==> config.mk <==
export PLATFORM = sky130hd
export DESIGN_NAME = ram_bank_ctrl
export DESIGN_NICKNAME = d
export VERILOG_FILES = /design/src/rtl/ram_bank_ctrl.sv
export SDC_FILE = /design/constraint.sdc
export NUM_CORES = 1
export LEC_CHECK = 0
export CORE_MARGIN = 2
export CORE_UTILIZATION = 46
export DETAILED_ROUTE_END_ITERATION = 10
export PLACE_DENSITY = 0.82
export SLEW_MARGIN = 0
export SYNTH_ARGS = -nofsm -noshare
export SYNTH_HDL_FRONTEND = slang
export SYNTH_SLANG_ARGS = --single-unit
==> constraint.sdc <==
create_clock -name clk -period 3.7 [get_ports clk]
set_input_delay 0.37 -clock clk [delete_from_list [all_inputs] [get_ports clk]]
set_output_delay 0.37 -clock clk [all_outputs]
set_load 0.01 [all_outputs]
==> src/rtl/ram_bank_ctrl.sv <==
// Frame controller for ram_bank: writes one frame of MEM_HEIGHT words at ascending addresses, then reads it
// back through a 2-entry output buffer. Define RAM_CTRL_REVERSE_EN to drain the frame in reverse order.
module ram_bank_ctrl #(
  parameter int ADDR_BIT   = 3,
  parameter int DATA_BIT   = 16,
  parameter int MEM_HEIGHT = 8
) (
  input  logic                clk,
  input  logic                rst_n,
  input  logic                s_valid,
  output logic                s_ready,
  input  logic [DATA_BIT-1:0] s_data,
  output logic                m_valid,
  input  logic                m_ready,
  output logic [DATA_BIT-1:0] m_data,
  output logic                ram_en,
  output logic                ram_we,
  output logic                ram_re,
  output logic [ADDR_BIT-1:0] ram_addr_w,
  output logic [DATA_BIT-1:0] ram_d_w,
  output logic [ADDR_BIT-1:0] ram_addr_r,
  input  logic [DATA_BIT-1:0] ram_d_r,
  output logic                busy,
  output logic                frame_done
);

  localparam int CNT_W = ADDR_BIT + 1;
  localparam logic [CNT_W-1:0] LAST = CNT_W'(MEM_HEIGHT - 1);
  localparam logic [CNT_W-1:0] FULL = CNT_W'(MEM_HEIGHT);

  typedef enum logic {
    ST_FILL  = 1'b0,
    ST_DRAIN = 1'b1
  } state_t;

  state_t              r_state;
  logic                r_s_ready;
  logic                r_frame_done;
  logic [CNT_W-1:0]    r_wr_cnt;
  logic [CNT_W-1:0]    r_rd_cnt;
  logic [CNT_W-1:0]    r_pop_cnt;
  logic                r_inflight;
  logic [DATA_BIT-1:0] r_buf [2];
  logic                r_buf_wr_ptr;
  logic                r_buf_rd_ptr;
  logic [1:0]          r_buf_occ;

  logic                w_wr_fire;
  logic                w_rd_fire;
  logic                w_pop;
  logic                w_last_pop;
  logic [2:0]          w_pending;
  logic [ADDR_BIT-1:0] w_rd_addr;

  // Both streams transfer a word on any cycle where valid and ready are high together; valid never waits on
  // ready, and m_data/m_valid stay put while the consumer holds m_ready low.
  assign w_wr_fire  = s_valid & r_s_ready & (r_state == ST_FILL);
  assign w_pop      = (r_buf_occ != 2'd0) & m_ready;
  assign w_last_pop = w_pop & (r_pop_cnt == LAST);

  // Words already buffered plus the one returning from the bank, less the one leaving this cycle.
  assign w_pending = {1'b0, r_buf_occ} + {2'b00, r_inflight} - {2'b00, w_pop};
  assign w_rd_fire = (r_state == ST_DRAIN) & (r_rd_cnt < FULL) & (w_pending < 3'd2);

`ifdef RAM_CTRL_REVERSE_EN
  logic [CNT_W-1:0] w_rd_rev;
  assign w_rd_rev  = LAST - r_rd_cnt;
  assign w_rd_addr = w_rd_rev[ADDR_BIT-1:0];
`else
  assign w_rd_addr = r_rd_cnt[ADDR_BIT-1:0];
`endif

  assign ram_we     = w_wr_fire;
  assign ram_re     = w_rd_fire;
  assign ram_en     = w_wr_fire | w_rd_fire;
  assign ram_addr_w = w_wr_fire ? r_wr_cnt[ADDR_BIT-1:0] : '0;
  assign ram_d_w    = w_wr_fire ? s_data : '0;
  assign ram_addr_r = w_rd_fire ? w_rd_addr : '0;

  assign s_ready    = r_s_ready;
  assign busy       = (r_state == ST_DRAIN);
  assign frame_done = r_frame_done;
  assign m_valid    = (r_buf_occ != 2'd0);
  assign m_data     = r_buf[r_buf_rd_ptr];

  always_ff @(posedge clk or negedge rst_n) begin
    if (!rst_n) begin
      r_state      <= ST_FILL;
      r_s_ready    <= 1'b0;
      r_frame_done <= 1'b0;
      r_wr_cnt     <= '0;
      r_rd_cnt     <= '0;
      r_pop_cnt    <= '0;
    end else begin
      r_frame_done <= 1'b0;
      case (r_state)
        ST_FILL: begin
          r_s_ready <= 1'b1;
          if (w_wr_fire) begin
            if (r_wr_cnt == LAST) begin
              r_wr_cnt  <= '0;
              r_s_ready <= 1'b0;
              r_state   <= ST_DRAIN;
            end else begin
              r_wr_cnt <= r_wr_cnt + 1'b1;
            end
          end
        end
        ST_DRAIN: begin
          if (w_rd_fire) r_rd_cnt <= r_rd_cnt + 1'b1;
          if (w_pop) r_pop_cnt <= r_pop_cnt + 1'b1;
          if (w_last_pop) begin
            r_state      <= ST_FILL;
            r_rd_cnt     <= '0;
            r_pop_cnt    <= '0;
            r_s_ready    <= 1'b1;
            r_frame_done <= 1'b1;
          end
        end
        default: begin
          r_state   <= ST_FILL;
          r_s_ready <= 1'b0;
        end
      endcase
    end
  end

  // The bank answers one cycle after the read is issued; the word lands in the slot the head is not using.
  always_ff @(posedge clk or negedge rst_n) begin
    if (!rst_n) begin
      r_buf[0]     <= '0;
      r_buf[1]     <= '0;
      r_buf_wr_ptr <= 1'b0;
      r_buf_rd_ptr <= 1'b0;
      r_buf_occ    <= 2'd0;
      r_inflight   <= 1'b0;
    end else begin
      r_inflight <= w_rd_fire;
      if (r_inflight) begin
        r_buf[r_buf_wr_ptr] <= ram_d_r;
        r_buf_wr_ptr        <= ~r_buf_wr_ptr;
      end
      if (w_pop) r_buf_rd_ptr <= ~r_buf_rd_ptr;
      r_buf_occ <= w_pending[1:0];
    end
  end

endmodule

* After elaboration in Yosys (flattened, before gate mapping)
Cells that the tools add are included.
Word-level totals: word-level logic and storage cells 68, flip-flop bits (word level) 52, output and inout port bits 45
Operators by class: $add $sub $neg 5, muxes and demuxes 24, equality and inequality tests 3, $lt $le $gt $ge 5, reductions and logical operators 7, bitwise logic cells 12
Operators with widths (number):
- $mux 16 | 5
- $bwmux 32 | 1
- $mux 4 | 5
- $demux 16 s1 | 1
- $add 4x1->4 const B | 3
- $eq 4x3->1 const B | 2
- $mux 1 | 8
- $and 1x1->1 | 6
- $mux 3 | 2
- $reduce_and 2->1 | 3
- $reduce_bool 2->1 | 3
- $ge 2x2->1 const B | 2
- $lt 4x4->1 const B | 1
- $not 1->2 | 2
- $pmux 1 s2 | 2
- $add 2x1->3 | 1
- $lt 3x2->1 const B | 1
- $not 1->1 | 3
- $sub 3x1->3 | 1
- $lt 2x1->1 const B | 1
- $ne 2x1->1 const B | 1
- $logic_and 1x1->1 | 1
- $or 1x1->1 | 1

* Logic depth before layout (Yosys ltp)
word-level depth 7, mapped depth 10

* Worst setup path before layout
OpenSTA, ideal clock, no wires.
path kind flip-flop to output port, start point register r_buf_occ[1], end point output port ram_en, path slack 0.911 ns, arrival time 2.419 ns, cell stages (with the launch flop) 11, cells stage by stage dfrtp_1 > o21ai_1 > inv_1 > ha_1 > inv_1 > ha_1 > inv_1 > fa_1 > and3b_2 > and2_4 > or2_1
On the way: word-level cells in the longest chain between the ends 6
RTL lines:
- start, declared | RTL line 46 | logic [1:0] r_buf_occ;
- start signal, assigned | RTL line 144 | r_buf_occ <= w_pending[1:0];
- $reduce_bool 2->1 | RTL line 58 | assign w_pop = (r_buf_occ != 2'd0) & m_ready;
- $and 1x1->1 | RTL line 58
- via w_pop | RTL line 50 | logic w_pop;
- $sub 3x1->3 | RTL line 62 | assign w_pending = {1'b0, r_buf_occ} + {2'b00, r_inflight} - {2'b00, w_pop};
- $lt 3x2->1 | RTL line 63 | assign w_rd_fire = (r_state == ST_DRAIN) & (r_rd_cnt < FULL) & (w_pending < 3'd2);
- $and 1x1->1 | RTL line 63
- via ram_re | RTL line 18 | output logic ram_re,
- $or 1x1->1 | RTL line 75 | assign ram_en = w_wr_fire | w_rd_fire;
- end, declared | RTL line 16 | output logic ram_en,
The timed path passes the listed nets, and every way through them passes these cells.

* Worst setup path in the final report
start point register r_buf_occ[1], end point output port ram_en
On the way: word-level cells in the longest chain between the ends 6
RTL lines (RTL line):
- $reduce_bool 2->1 | 58
- $and 1x1->1 | 58
- via w_pop | 50
- $sub 3x1->3 | 62
- $lt 3x2->1 | 63
- $and 1x1->1 | 63
- $or 1x1->1 | 75
The timed path passes the listed nets, and every way through them passes these cells.

==> summary.txt <==
Run status
  – Status: finished clean

Logic synthesis
  – Number of synthesized flops with an enable pin: 0
  – Post-synthesis register bit count: 52
  – Synth Cell Area: 2490 µm²
  – Ys async rst share: 1.00
  – Top area cells in the synthesized netlist: dfrtp_1, mux2_2, mux2_1
  – Avg Cell Area, Syn: 12.6 µm²
  – Predominant post-synthesis flop cell: dfrtp_1
  – Cell taking the most area after synthesis: dfrtp_1
  – Cell with the most instances after synthesis: dfrtp_1
  – Mapped Nets: 240
  – Total number of yosys warnings: 0
  – Syn Inst Count: a little under 200
  – Post-synth top area share: 0.522
  – Most frequent cells after synthesis: dfrtp_1, mux2_2, and2_1
  – Register area share after synthesis: 0.522
  – Netlist cell types: 38

Timing
  – Final period util: 0.957
  – Final slew viol count: 0
  – Relative slew slack: 0.494
  – Setup ws final: approximately 160 ps
  – Fin. Hold Viols: 0
  – Worst slew pin tran: approximately 760 ps
  – Fmax: 0.282 GHz
  – Final Critical Period: approximately 3500 ps
  – Hold slack: 164 ps
  – Worst Skew: approximately 5.8 ps
  – RSZ-0062 raised after global routing: false
  – Setup violators final: 0
  – Final TNS setup: 0 ps

Pwr
  – Internal power: roughly 1900 µW
  – Combinational power share: 0.482
  – Leak: roughly 0.0015 µW
  – Pwr Density: about 810 nW/µm²
  – Maximum VDD drop: around 0.53 mV
  – Clock network power share: 0.139
  – Sw Share: 0.328
  – Seq pwr share: 0.379
  – Net Sw Power: 922 µW

Setup path
  – Worst Path Arrival: approximately 3200 ps
  – Crit. End Element: output port
  – CP startpoint kind: flop
  – CP required: roughly 3300 ps
  – R2R Setup Slk: between 1000 and 1500 ps
  – CP max FO: 7
  – Setup CP Type: flop to output port

Global route
  – Initial antenna violation count: 0
  – Vias in the first global route: 1852
  – First-pass GRT wire length: 8540 µm
  – Largest net degree at the start of global routing: 53
  – Total gr overflow: 0
  – Tot GR Track Use: 0.177

CTS
  – Clk_lat worst skew: 300 ps
  – Cts repair resizes: 0
  – CTS Buffer Depth: 2
  – Clock slew seen by the registers of the worst setup and hold paths: 90 ps
  – Number of CTS-inserted buffers: 5
  – Post-CTS Hold Buffers: 0
  – Root Buffer: clkbuf_8
  – Clock Sinks: between 50 and 60
  – H-Tree Level Count: 2
  – CTS tree: done
  – Setup Buffers After CTS: 0

Min path
  – Hold Path Class: input port to asynchronous set/reset pin

Route
  – Residual DRC: 0
  – Antenna-violating nets left: 0
  – WL final: between 5000 and 6000 µm
  – Initial DRC Count: 53
  – Pre-Repair DR Iteration Count: 4
  – Vias: about 1800
  – Vias per cell: a little over 5
  – Wirelength per Cell: about 14 µm

Die
  – Ports: 81
  – Chip width: 77.6 µm
  – Initial Util: 0.482
  – Row Count: 26
  – Die Y: between 70 and 80 µm
  – Core area: between 5000 and 6000 µm²
  – Die ar.: 6020 µm²

Layout
  – Final cell count without fillers: between 300 and 400
  – NumNets Final: approximately 320
  – P&R area growth vs syn: 39.5%
  – ANT cells: 0
  – Fraction of layout cells with a size suffix above 1: 0.199

Placed design
  – Placed wire-length estimate: about 3700 µm
  – GPL Wtd Cong: between 0.7 and 0.8
  – Post-Place Cells: around 340
  – Placement Setup Slack: between 150 and 200 ps
  – I/O Buffers: 80

Run
  – Max_cap viols: 0
==> power by group through the flow <==
stage	sequential (µW)	clock, µW	combinational [µW]
2_1_floorplan	983	0	816
5_1_grt	1110	433	1480
6_report	1060	391	1350
4_1_cts	1070	408	1370
3_3_place_gp	1060	0	1320
3_5_place_dp	1070	0	1370
==> critical path: stages, from the launching register on <==
cell	delay, ps
dfrtp_1	470
o21ai_1	210
inv_1	80
ha_1	270
inv_1	40
ha_1	160
inv_1	60
fa_1	420
and3b_2	260
and2_4	190
or2_1	220
clkdlybuf4s50_1	480
==> layer usage <==
layer  vias to the layer above  track usage  wire length [µm]
met4                         0       0.0446                55
met1                       857        0.235              2350
met3                         5       0.0453               237
li1                        853            -                 -
met2                        56        0.291              2360
met5                         -            0                 0
==> final timing paths <==
check,endpoint,start,cells past startpoint
setup / recovery,ram_en,r_buf_occ[1],11
hold / removal,r_buf[29],rst_n,2
setup reg to reg,r_rd_cnt[1],r_buf_occ[1],10
hold reg to reg,r_buf[23],r_buf[23],1
max in group asynchronous,r_wr_cnt[1],rst_n,2
min in group clk,r_buf[23],r_buf[23],1
==> layout by cell type, fill, tap and decap left out, types with 3 or more instances in the layout <==
cell type	count
clkdlybuf4s50_1	79
dfrtp_1	52
mux2_2	38
and2_1	18
mux2_1	12
inv_1	11
nand2_1	8
ha_1	5
clkbuf_8	5
xnor2_1	4
and3_1	4
nand3_1	4
o21ai_0	4
buf_4	4
o21ai_1	3
==> cell type report <==
class,instances,area (µm²)
Fill cell,410,1700
Sequential cell,52,1300
Multi-Input combinational cell,127,1100
Timing Repair Buffer,84,826
Tap cell,70,87.6
Clock buffer,5,68.8
Clock inverter,3,46.3
Inverter,11,41.3
==> flip-flops by register name, summed over array words and instances, names as in the netlist, 2 cells and up <==
| register | flops |
|---|---|
| r_wr_cnt | 4 |
| r_rd_cnt | 4 |
| r_buf | 32 |
| r_pop_cnt | 4 |
| r_buf_occ | 2 |
==> stage by stage <==
stage	instance area [µm²]	util	power [µW]
2_1_floorplan	2490	-	1800
3_3_place_gp	3360	0.650	2380
3_5_place_dp	3360	0.650	2440
4_1_cts	3480	0.672	2850
5_1_grt	3480	0.672	3020
6_report	3480	0.672	2810
==> cells by family after synthesis <==
family,after synthesis,share of synthesized area
compound gates,16,0.0477
xor+xnor,5,0.0176
fa+ha+maj,6,0.0331
buf+inv,19,0.0341
flops,52,0.522
mux,51,0.230
simple gates,49,0.115
Power figures use the tool's default switching activity.
